[config.mk]
export PLATFORM = sky130hd
export DESIGN_NAME = day3_joltage_engine
export DESIGN_NICKNAME = d
export VERILOG_FILES = /design/src/rtl/day3_joltage_engine.sv
export SDC_FILE = /design/constraint.sdc
export NUM_CORES = 2
export LEC_CHECK = 0
export ABC_AREA = 1
export BUFFER_PORTS_ARGS = -buffer_cell sky130_fd_sc_hd__buf_4
export CORE_UTILIZATION = 59
export DETAILED_ROUTE_END_ITERATION = 12
export PLACE_DENSITY_LB_ADDON = 0.05
export SYNTH_ARGS = -nofsm -noshare
export SYNTH_HDL_FRONTEND = slang
export SYNTH_SLANG_ARGS = --single-unit
[constraint.sdc]
create_clock -name clock -period 6.25 [get_ports clock]
set_input_delay 1.5625 -clock clock [delete_from_list [all_inputs] [get_ports clock]]
set_output_delay 1.5625 -clock clock [all_outputs]
set_load 0.03 [all_outputs]
[src/rtl/day3_joltage_engine.sv]
// Streaming joltage engine: per-lane largest-K-digit subsequence, decimal-to-binary
// conversion, pipelined adder-tree reduction. Define DAY3_RUNNING_TOTAL_EN to accumulate joltage_sum.
module day3_joltage_engine #(
  parameter int NUM_UNITS            = 4,
  parameter int NUM_ACTIVE_BATTERIES = 12,
  parameter int MAX_PACK_LEN         = 128,
  parameter int LEN_W                = $clog2(MAX_PACK_LEN + 1),
  parameter int LANE_W               = (7 * NUM_ACTIVE_BATTERIES + 1) / 2,
  parameter int SUM_W                = 64
) (
  input  logic                           clock,
  input  logic                           reset,
  input  logic                           start,
  input  logic [NUM_UNITS-1:0][LEN_W-1:0] pack_len,
  input  logic                           in_valid,
  output logic                           in_ready,
  input  logic [NUM_UNITS-1:0][3:0]      digits,
  output logic                           result_valid,
  input  logic                           result_ready,
  output logic [SUM_W-1:0]               joltage_sum,
  output logic                           busy,
  output logic                           digit_err
);
  localparam int K    = NUM_ACTIVE_BATTERIES;
  localparam int SZ_W = $clog2(K + 1);
  localparam int S    = (NUM_UNITS > 1) ? $clog2(NUM_UNITS) : 1;
  localparam int P    = 1 << S;
  localparam int RC_W = $clog2(S + 1);

  typedef enum logic [2:0] {IDLE, STREAM, CONVERT, REDUCE, DONE} state_t;

  state_t            state_reg;
  logic [LEN_W-1:0]  beat_cnt_reg;
  logic [LEN_W-1:0]  max_len_reg;
  logic [LEN_W-1:0]  max_len_next;
  logic [SZ_W-1:0]   conv_idx_reg;
  logic [RC_W-1:0]   red_cnt_reg;
  logic              in_ready_reg;
  logic              result_valid_reg;
  logic              busy_reg;
  logic              digit_err_reg;
  logic [SUM_W-1:0]  joltage_sum_reg;

  logic              start_fire;
  logic              beat_fire;
  logic              conv_step;
  logic [NUM_UNITS-1:0] lane_bad;
  logic [LANE_W-1:0] lane_acc [NUM_UNITS];
  logic [SUM_W-1:0]  tree_in  [P];
  logic [SUM_W-1:0]  tree_reg [S][P/2];

  assign start_fire = (state_reg == IDLE) && start;
  assign beat_fire  = in_ready_reg && in_valid;
  assign conv_step  = (state_reg == CONVERT);

  always_comb begin
    max_len_next = '0;
    for (int i = 0; i < NUM_UNITS; i++)
      if (pack_len[i] > max_len_next) max_len_next = pack_len[i];
  end

  genvar gi;
  generate
    for (gi = 0; gi < NUM_UNITS; gi++) begin : g_lane
      logic [3:0]        stack_reg [K];
      logic [SZ_W-1:0]   size_reg;
      logic [LANE_W-1:0] acc_reg;
      logic [LEN_W-1:0]  len_reg;
      logic [3:0]        digit_in;
      logic [3:0]        conv_digit;
      logic              active;
      int                rem_i, lo_i, size_i, pos_i;

      // Monotone stack insert: the lowest slot >= lo holding a smaller digit is
      // overwritten (implicitly popping everything above it), else append.
      always_comb begin
        active   = beat_cnt_reg < len_reg;
        digit_in = (digits[gi] > 4'd9) ? 4'd0 : digits[gi];
        rem_i    = int'(len_reg) - int'(beat_cnt_reg);
        lo_i     = (K > rem_i) ? K - rem_i : 0;
        size_i   = int'(size_reg);
        pos_i    = size_i;
        for (int j = K - 1; j >= 0; j--)
          if (j >= lo_i && j < size_i && stack_reg[j] < digit_in) pos_i = j;
        conv_digit = '0;
        for (int j = 0; j < K; j++)
          if (j == int'(conv_idx_reg)) conv_digit = stack_reg[j];
      end

      assign lane_bad[gi] = active && (digits[gi] > 4'd9);
      assign lane_acc[gi] = acc_reg;

      always_ff @(posedge clock) begin
        if (!reset) begin
          len_reg  <= '0;
          size_reg <= '0;
          acc_reg  <= '0;
        end else if (start_fire) begin
          len_reg  <= pack_len[gi];
          size_reg <= '0;
          acc_reg  <= '0;
        end else if (beat_fire && active && pos_i < K) begin
          for (int j = 0; j < K; j++)
            if (j == pos_i) stack_reg[j] <= digit_in;
          size_reg <= SZ_W'(pos_i + 1);
        end else if (conv_step && conv_idx_reg < size_reg) begin
          acc_reg <= acc_reg * LANE_W'(10) + LANE_W'(conv_digit);
        end
      end
    end

    for (gi = 0; gi < P; gi++) begin : g_tree_in
      if (gi < NUM_UNITS) begin : g_used
        assign tree_in[gi] = SUM_W'(lane_acc[gi]);
      end else begin : g_pad
        assign tree_in[gi] = '0;
      end
    end
  endgenerate

  // Free-running tree; the FSM just waits S cycles for it to settle.
  always_ff @(posedge clock) begin
    for (int i = 0; i < P / 2; i++)
      tree_reg[0][i] <= tree_in[2*i] + tree_in[2*i+1];
    for (int lv = 1; lv < S; lv++)
      for (int i = 0; i < (P >> (lv + 1)); i++)
        tree_reg[lv][i] <= tree_reg[lv-1][2*i] + tree_reg[lv-1][2*i+1];
  end

  always_ff @(posedge clock) begin
    if (!reset) begin
      state_reg        <= IDLE;
      beat_cnt_reg     <= '0;
      max_len_reg      <= '0;
      conv_idx_reg     <= '0;
      red_cnt_reg      <= '0;
      in_ready_reg     <= 1'b0;
      result_valid_reg <= 1'b0;
      busy_reg         <= 1'b0;
      digit_err_reg    <= 1'b0;
      joltage_sum_reg  <= '0;
    end else begin
      case (state_reg)
        IDLE: if (start) begin
          max_len_reg   <= max_len_next;
          beat_cnt_reg  <= '0;
          conv_idx_reg  <= '0;
          digit_err_reg <= 1'b0;
          busy_reg      <= 1'b1;
          if (max_len_next == '0) begin
            state_reg <= CONVERT;
          end else begin
            state_reg    <= STREAM;
            in_ready_reg <= 1'b1;
          end
        end
        STREAM: if (beat_fire) begin
          if (|lane_bad) digit_err_reg <= 1'b1;
          beat_cnt_reg <= beat_cnt_reg + 1'b1;
          if (beat_cnt_reg == max_len_reg - 1'b1) begin
            state_reg    <= CONVERT;
            in_ready_reg <= 1'b0;
          end
        end
        CONVERT: begin
          conv_idx_reg <= conv_idx_reg + 1'b1;
          if (conv_idx_reg == SZ_W'(K - 1)) begin
            state_reg   <= REDUCE;
            red_cnt_reg <= '0;
          end
        end
        REDUCE: begin
          red_cnt_reg <= red_cnt_reg + 1'b1;
          if (red_cnt_reg == RC_W'(S - 1)) state_reg <= DONE;
        end
        DONE: begin
          if (!result_valid_reg) begin
            result_valid_reg <= 1'b1;
`ifdef DAY3_RUNNING_TOTAL_EN
            joltage_sum_reg  <= joltage_sum_reg + tree_reg[S-1][0];
`else
            joltage_sum_reg  <= tree_reg[S-1][0];
`endif
          end else if (result_ready) begin
            result_valid_reg <= 1'b0;
            busy_reg         <= 1'b0;
            state_reg        <= IDLE;
          end
        end
        default: state_reg <= IDLE;
      endcase
    end
  end

  assign in_ready     = in_ready_reg;
  assign result_valid = result_valid_reg;
  assign joltage_sum  = joltage_sum_reg;
  assign busy         = busy_reg;
  assign digit_err    = digit_err_reg;

endmodule

# After elaboration in Yosys (flattened, before gate mapping)

Memories as Yosys holds them, arrays and structs flattened. A register that Yosys moved wholly into a read port is not among the register bits.
Index checks and enable logic that the tools add are counted.

Bits in registers: 245
Memory bits (writable): 406
Bits of input ports: 53
Output and inout port bits: 68
Logic and storage cells: 994
Memories kept: 5

Memories:

| name                | depth | width | read ports | clocked after Yosys merged registers in | wr ports | RTL line | source |
|---|---|---|---|---|---|---|---|
| tree_reg            | 2     | 107   | 2          | 1                                       | 2        | 50       | `logic [SUM_W-1:0] tree_reg [S][P/2];` |
| g_lane[0].stack_reg | 12    | 4     | 12         | 0                                       | 1        | 65       | `logic [3:0] stack_reg [K];` |
| g_lane[1].stack_reg | 12    | 4     | 12         | 0                                       | 1        | 65       |  |
| g_lane[2].stack_reg | 12    | 4     | 12         | 0                                       | 1        | 65       |  |
| g_lane[3].stack_reg | 12    | 4     | 12         | 0                                       | 1        | 65       |  |

Add/subtract/negate cells: 23
Multiply operators: 4
Order comparisons: 168
Eq/ne operators: 71
Mux-type cells: 511
Bitwise logic cells: 6
Reductions and logical operators: 185

Operators by type and width:

| operator                                                                      | count |
|---|---|
| 32-bit two-way mux                                                            | 48 |
| 4-bit two-way mux                                                             | 145 |
| 4-bit by 32-bit equality test with 1-bit output, first input constant         | 16 |
| 5-bit by 32-bit equality test with 1-bit output, first input constant         | 16 |
| 4-bit by 32-bit >= comparator with 1-bit output, first input constant         | 16 |
| 5-bit by 32-bit >= comparator with 1-bit output, first input constant         | 16 |
| 1-bit two-way mux                                                             | 296 |
| 3-bit by 32-bit equality test with 1-bit output, first input constant         | 8 |
| 3-bit by 32-bit >= comparator with 1-bit output, first input constant         | 8 |
| 4-bit less-than comparator                                                    | 52 |
| 4-bit OR reduction                                                            | 45 |
| 42-bit by 4-bit adder with 42-bit output                                      | 4 |
| 42-bit by 3-bit multiplier with 41-bit output, second input constant          | 4 |
| 2-bit by 32-bit equality test with 1-bit output, first input constant         | 4 |
| 1-bit by 32-bit >= comparator with 1-bit output, first input constant         | 4 |
| 2-bit by 32-bit >= comparator with 1-bit output, first input constant         | 4 |
| 32-bit logical NOT                                                            | 4 |
| 32-bit by 5-bit less-than comparator with 1-bit output, second input constant | 4 |
| 1-bit logical AND                                                             | 114 |
| 42-bit by 42-bit adder with 43-bit output                                     | 2 |
| 64-bit adder                                                                  | 1 |
| 3-bit by 4-bit less-than comparator with 1-bit output, first input constant   | 16 |
| 4-bit less-than comparator, first input constant                              | 16 |
| 8-bit two-way mux                                                             | 6 |
| 44 further kinds                                                              | 119 |

# Logic depth before layout (Yosys ltp)

Depth after elaboration: 36
Depth in mapped cells: 36
Gate-level depth less buffers: 36

# Worst setup path before layout

No wires, ideal clock.

Path kind: in2reg
Start point: in pack_len[3] in the netlist's numbering
End point: reg state_reg[1]
Setup time: 0.132 ns
Data arrival time: 5.873 ns
Slack: 0.244 ns
Cell stages on the path: 29
Buffers on the path: 3
Cell sequence: inv_1 > ha_1 > a21oi_1 > o21ai_0 > nand2_1 > o211ai_1 > o21ai_1 > clkbuf_1 > o21ai_0 > ha_1 > nand2_1 > nor2_1 > nand3_1 > o21ai_1 > clkbuf_1 > o21ai_0 > ha_1 > nand2_1 > nor2_1 > nand3_1 > o21ai_1 > clkbuf_1 > nor2_1 > a21oi_1 > nor2_1 > nand4_1 > nor2_1 > o31ai_1 > a21oi_1

Longest elaborated chain between the ends: 12

Ends and longest elaborated chain:

| item                                                     | RTL line | source |
|---|---|---|
| start: declaration                                       | 14       | `input logic [NUM_UNITS-1:0][LEN_W-1:0] pack_len,` |
| 8-bit by 1-bit greater-than comparator with 1-bit output | 59       | `if (pack_len[i] > max_len_next) max_len_next = pack_len[i];` |
| 8-bit two-way mux (*)                                    | 59       |  |
| 8-bit greater-than comparator                            | 59       |  |
| 8-bit two-way mux (*)                                    | 59       |  |
| 8-bit greater-than comparator                            | 59       |  |
| 8-bit two-way mux (*)                                    | 59       |  |
| 8-bit greater-than comparator                            | 59       |  |
| 8-bit two-way mux (*)                                    | 59       |  |
| 8-bit logical NOT (*)                                    | 150      | `if (max_len_next == '0) begin` |
| 2-bit two-way mux (*)                                    | 150      |  |
| 3-bit two-way mux (*)                                    | 144      | `IDLE: if (start) begin` |
| 3-bit case mux with 5 select lines (*)                   | 143      | `case (state_reg)` |
| end signal: assignment                                   | 151      | `state_reg <= CONVERT;` |
| end signal: assignment                                   | 153      | `state_reg <= STREAM;` |
| end signal: assignment                                   | 161      | `state_reg <= CONVERT;` |
| end: declaration                                         | 32       | `state_t state_reg;` |

Every way passes the cells marked *; elsewhere a longest branch is shown, timed or not. The select of a mux whose other input is x is not followed.
A chain may end at the register's enable or synchronous reset.

# Worst setup path in the final report

Start point: reg conv_idx_reg[0]
End point: reg g_lane[3].acc_reg[32]

Longest elaborated chain between the ends: 14
Elaborated cells between the ends (all ways): 28

Ends and longest elaborated chain:

| item                                     | RTL line | source |
|---|---|---|
| start: declaration                       | 36       | `logic [SZ_W-1:0] conv_idx_reg;` |
| start signal: assignment                 | 166      | `conv_idx_reg <= conv_idx_reg + 1'b1;` |
| 4-bit logical NOT                        | 87       | `if (j == int'(conv_idx_reg)) conv_digit = stack_reg[j];` |
| 4-bit two-way mux (12 in series)         | 87       |  |
| 42-bit by 4-bit adder with 42-bit output | 107      | `acc_reg <= acc_reg * LANE_W'(10) + LANE_W'(conv_digit);` |
| end signal: assignment                   | 107      |  |
| end: declaration                         | 67       | `logic [LANE_W-1:0] acc_reg;` |

Parallel ways exist; a longest one is shown, timed or not.

==> results.md <==
- Clock power frac: 30.9%
- Max Cap Viol: 0
- Initial antenna violation count: 6
- Ranking of synthesized cells by area: ha_1, dfxtp_1, edfxtp_1
- Post-synth EDFFs: 192
- Status: completed
- Vias per std cell: between 5 and 6
- Die Ht: 295.0 µm
- Flops & latches, synth: 611
- Routed wire length: 155500 µm
- Pleak: around 0.026 µW
- Drt first-iter violations: 3820
- Clk_skew: 0.02539 ns
- Commonest cells in the netlist: nand2_1, nor2_1, inv_1, ha_1, a21oi_1
- Power per Cell Area: 262.7 nW/µm²
- Gate Count Post-Synth: 6963
- Multi-input logic area: 32970 µm²
- Placed cells: 8191
- TritonCTS clock tree: yes
- H-tree levels: 3
- Row count: 107
- Net Sw Frac: 39.48%
- Port buffer count: 100
- Fill cells: 7823
- Clock tree buffer depth: 3
- Syn Area/Cell: slightly above 7 µm²
- FMAX: 172.0 MHz
- Final nets: 7872
- Slew Limit Fails: 0
- Synthesis-to-finish area growth: 9.747%
- Starting Density: about three fifths
- Top-Level Pins: roughly 120
- Post-DR wirelength/cell: ~19 µm
- Worst-Margin Slew: between 1 and 1.5 ns
- Tcrit/Tclk final: 93.03%
- DRT Pass-1 Iters: 6
- Fraction of registers with async set/reset: 0%
- DRC: 0
- Top-area cell type share of the netlist area: between 10% and 20%
- Relative slew margins: 15.02%
- Hold Vio Cnt, Final: 0
- GRT Residual Overflow: 0
- Psw: between 5000 and 6000 µW
- Number of synthesis warnings: 0
- Unique cell type count in the Yosys netlist: between 70 and 80
- Die width: 295.0 µm
- Kind of cell adding the most delay to the critical path: simple AND/OR/NAND/NOR gates
- Critical Path End Type: flip-flop
- Post-DP HPWL: 125000 µm
- Main synth FF type: dfxtp_1
- Number of flip-flops in the largest register: between 150 and 200
- CTS Hold Bufs: 0
- Die area: 87050 µm²
- Netlist area before placement: 50670 µm²
- Peak supply drop: 0.0002915 V
- CP Launch Type: flip-flop
- Critical path arrival: approximately 6.3 ns
- Critical Path RT: 6.77 ns
- Flop pwr share: a little under a third
- Setup violations, final: 0
- Clock latency on the worst-skew pair: 0.65 ns
- Setup CP Type: reg2reg
- Setup TNS: 0 ns
- Internal power: 8842 µW
- Logic gate share of total power: a little under two fifths
- Total GRT Usage: 35.21%
- Min-delay worst type: reg2reg
- CTS Root Cell: clkbuf_16
- Finished Layout Cells: 8324
- CP Buf/Inv Count: 5
- Critical path's slowest cell: dfxtp_2
- Synth area leader: ha_1
- Reg area: 14160 µm²
- Placer Congestion: 1.016
- RSZ-0062 raised after global routing: false
- Power Total: 14610 µW
- Worst-path clk slew: 0.06 ns
- Post-DRT Antenna Nets: 0
- Sequential-to-total area share from yosys stat: 27.94%
- First-pass GRT wire length: 242800 µm
- Worst-path fanout max: 8
- Slowest stage delay, CP: 0.41 ns
- Final min period: 5.815 ns
- Count leader, synth: nand2_1
- Number of global-route vias before repair: 44410
- Layout cell share with drive strength beyond 1: under 10%
- Clk sinks: 611
- Number of buffers created by CTS: 71
- Largest net degree at the start of global routing: 85
- Core outline area: 85150 µm²
- Routed via count: 47730
repair_timing:
item	CTS	global route
endpoints found under the hold margin	0	0
endpoints found under the setup margin	0	18
buffers inserted	0	2
resized for setup	0	11
per-stage QoR:
stage	setup WS (ns)	hold slack (ns)	util [%]	area (µm²)
2_1_floorplan	0.2444	0.4200	-	50740
3_3_place_gp	0.1760	0.4355	62.30	53040
3_5_place_dp	0.1238	0.4451	62.30	53040
4_1_cts	0.4288	0.4591	65.24	55550
5_1_grt	0.03926	0.4697	65.30	55600
6_report	0.4354	0.4554	65.30	55600
cells in the final DEF, fill, tap and decap left out, drive strengths merged, types with 206 or more instances in the layout:
master / Yosys / final
o21ai: 479 / 479
nand3: 317 / 317
nor2: 999 / 999
dfxtp: 419 / 419
nand2: 1332 / 1332
ha: 682 / 682
xor2: 285 / 285
buf: 63 / 206
inv: 781 / 785
a21oi: 520 / 520
cells by family after synthesis:
| kind of cell | share of synthesized area (%) |
|---|---|
| other | 0.007401 |
| buffers and inverters | 7.246 |
| XOR/XNOR | 7.485 |
| adder cells (fa/ha/maj) | 17.43 |
| AND/OR/NAND/NOR | 24.20 |
| AO/OA/AOI/OAI | 15.69 |
| flip-flops | 27.93 |
worst min-delay path: cells and delay by family, from the launching register on:
family           cells  cell delay [ns]
AND/OR/NAND/NOR      2             0.12
flip-flops           1             0.30
cell type report:
type                    count  share of cell area (%)
diodes                      3                 0.01350
clock buffers              92                   3.483
clock inverters            36                   1.026
inverters                 784                   5.322
multi-input cells        5448                   59.30
flip-flops and latches    611                   25.46
well taps                1144                   2.574
repair buffers            206                   2.826
power groups by stage:
| stage | registers (µW) | logic [µW] | clock network [µW] |
|---|---|---|---|
| after floorplan | 4820 | 3630 | 0 |
| after global placement | 4680 | 5290 | 0 |
| after detailed placement | 4680 | 5350 | 0 |
| after CTS | 4600 | 5390 | 4560 |
| after global routing | 4630 | 6080 | 4700 |
| final | 4600 | 5490 | 4510 |
worst paths after layout:
kind / start / end / slack, ns / cells past startpoint
setup / recovery: conv_idx_reg[0]$_SDFFE_PN0P_ / g_lane[3].acc_reg[32]$_SDFFE_PP0P_ / 0.44 / 33
hold / removal: tree_reg[1][70]$_DFF_P_ / joltage_sum[27]$_SDFFE_PN0P_ / 0.46 / 2
setup reg to reg: conv_idx_reg[0]$_SDFFE_PN0P_ / g_lane[3].acc_reg[32]$_SDFFE_PP0P_ / 0.44 / 33
hold reg to reg: tree_reg[1][70]$_DFF_P_ / joltage_sum[27]$_SDFFE_PN0P_ / 0.46 / 2
routing by layer:
metal  routed length, µm  up-vias  GRT usage, %
met5                   8        -             0
met4                4977        2         11.39
met3               11670      256         5.390
met2               67230     1537         55.29
met1               71580    22110         49.40
li1                    -    23820             -
No activity file was read; power rests on OpenSTA's default activity.
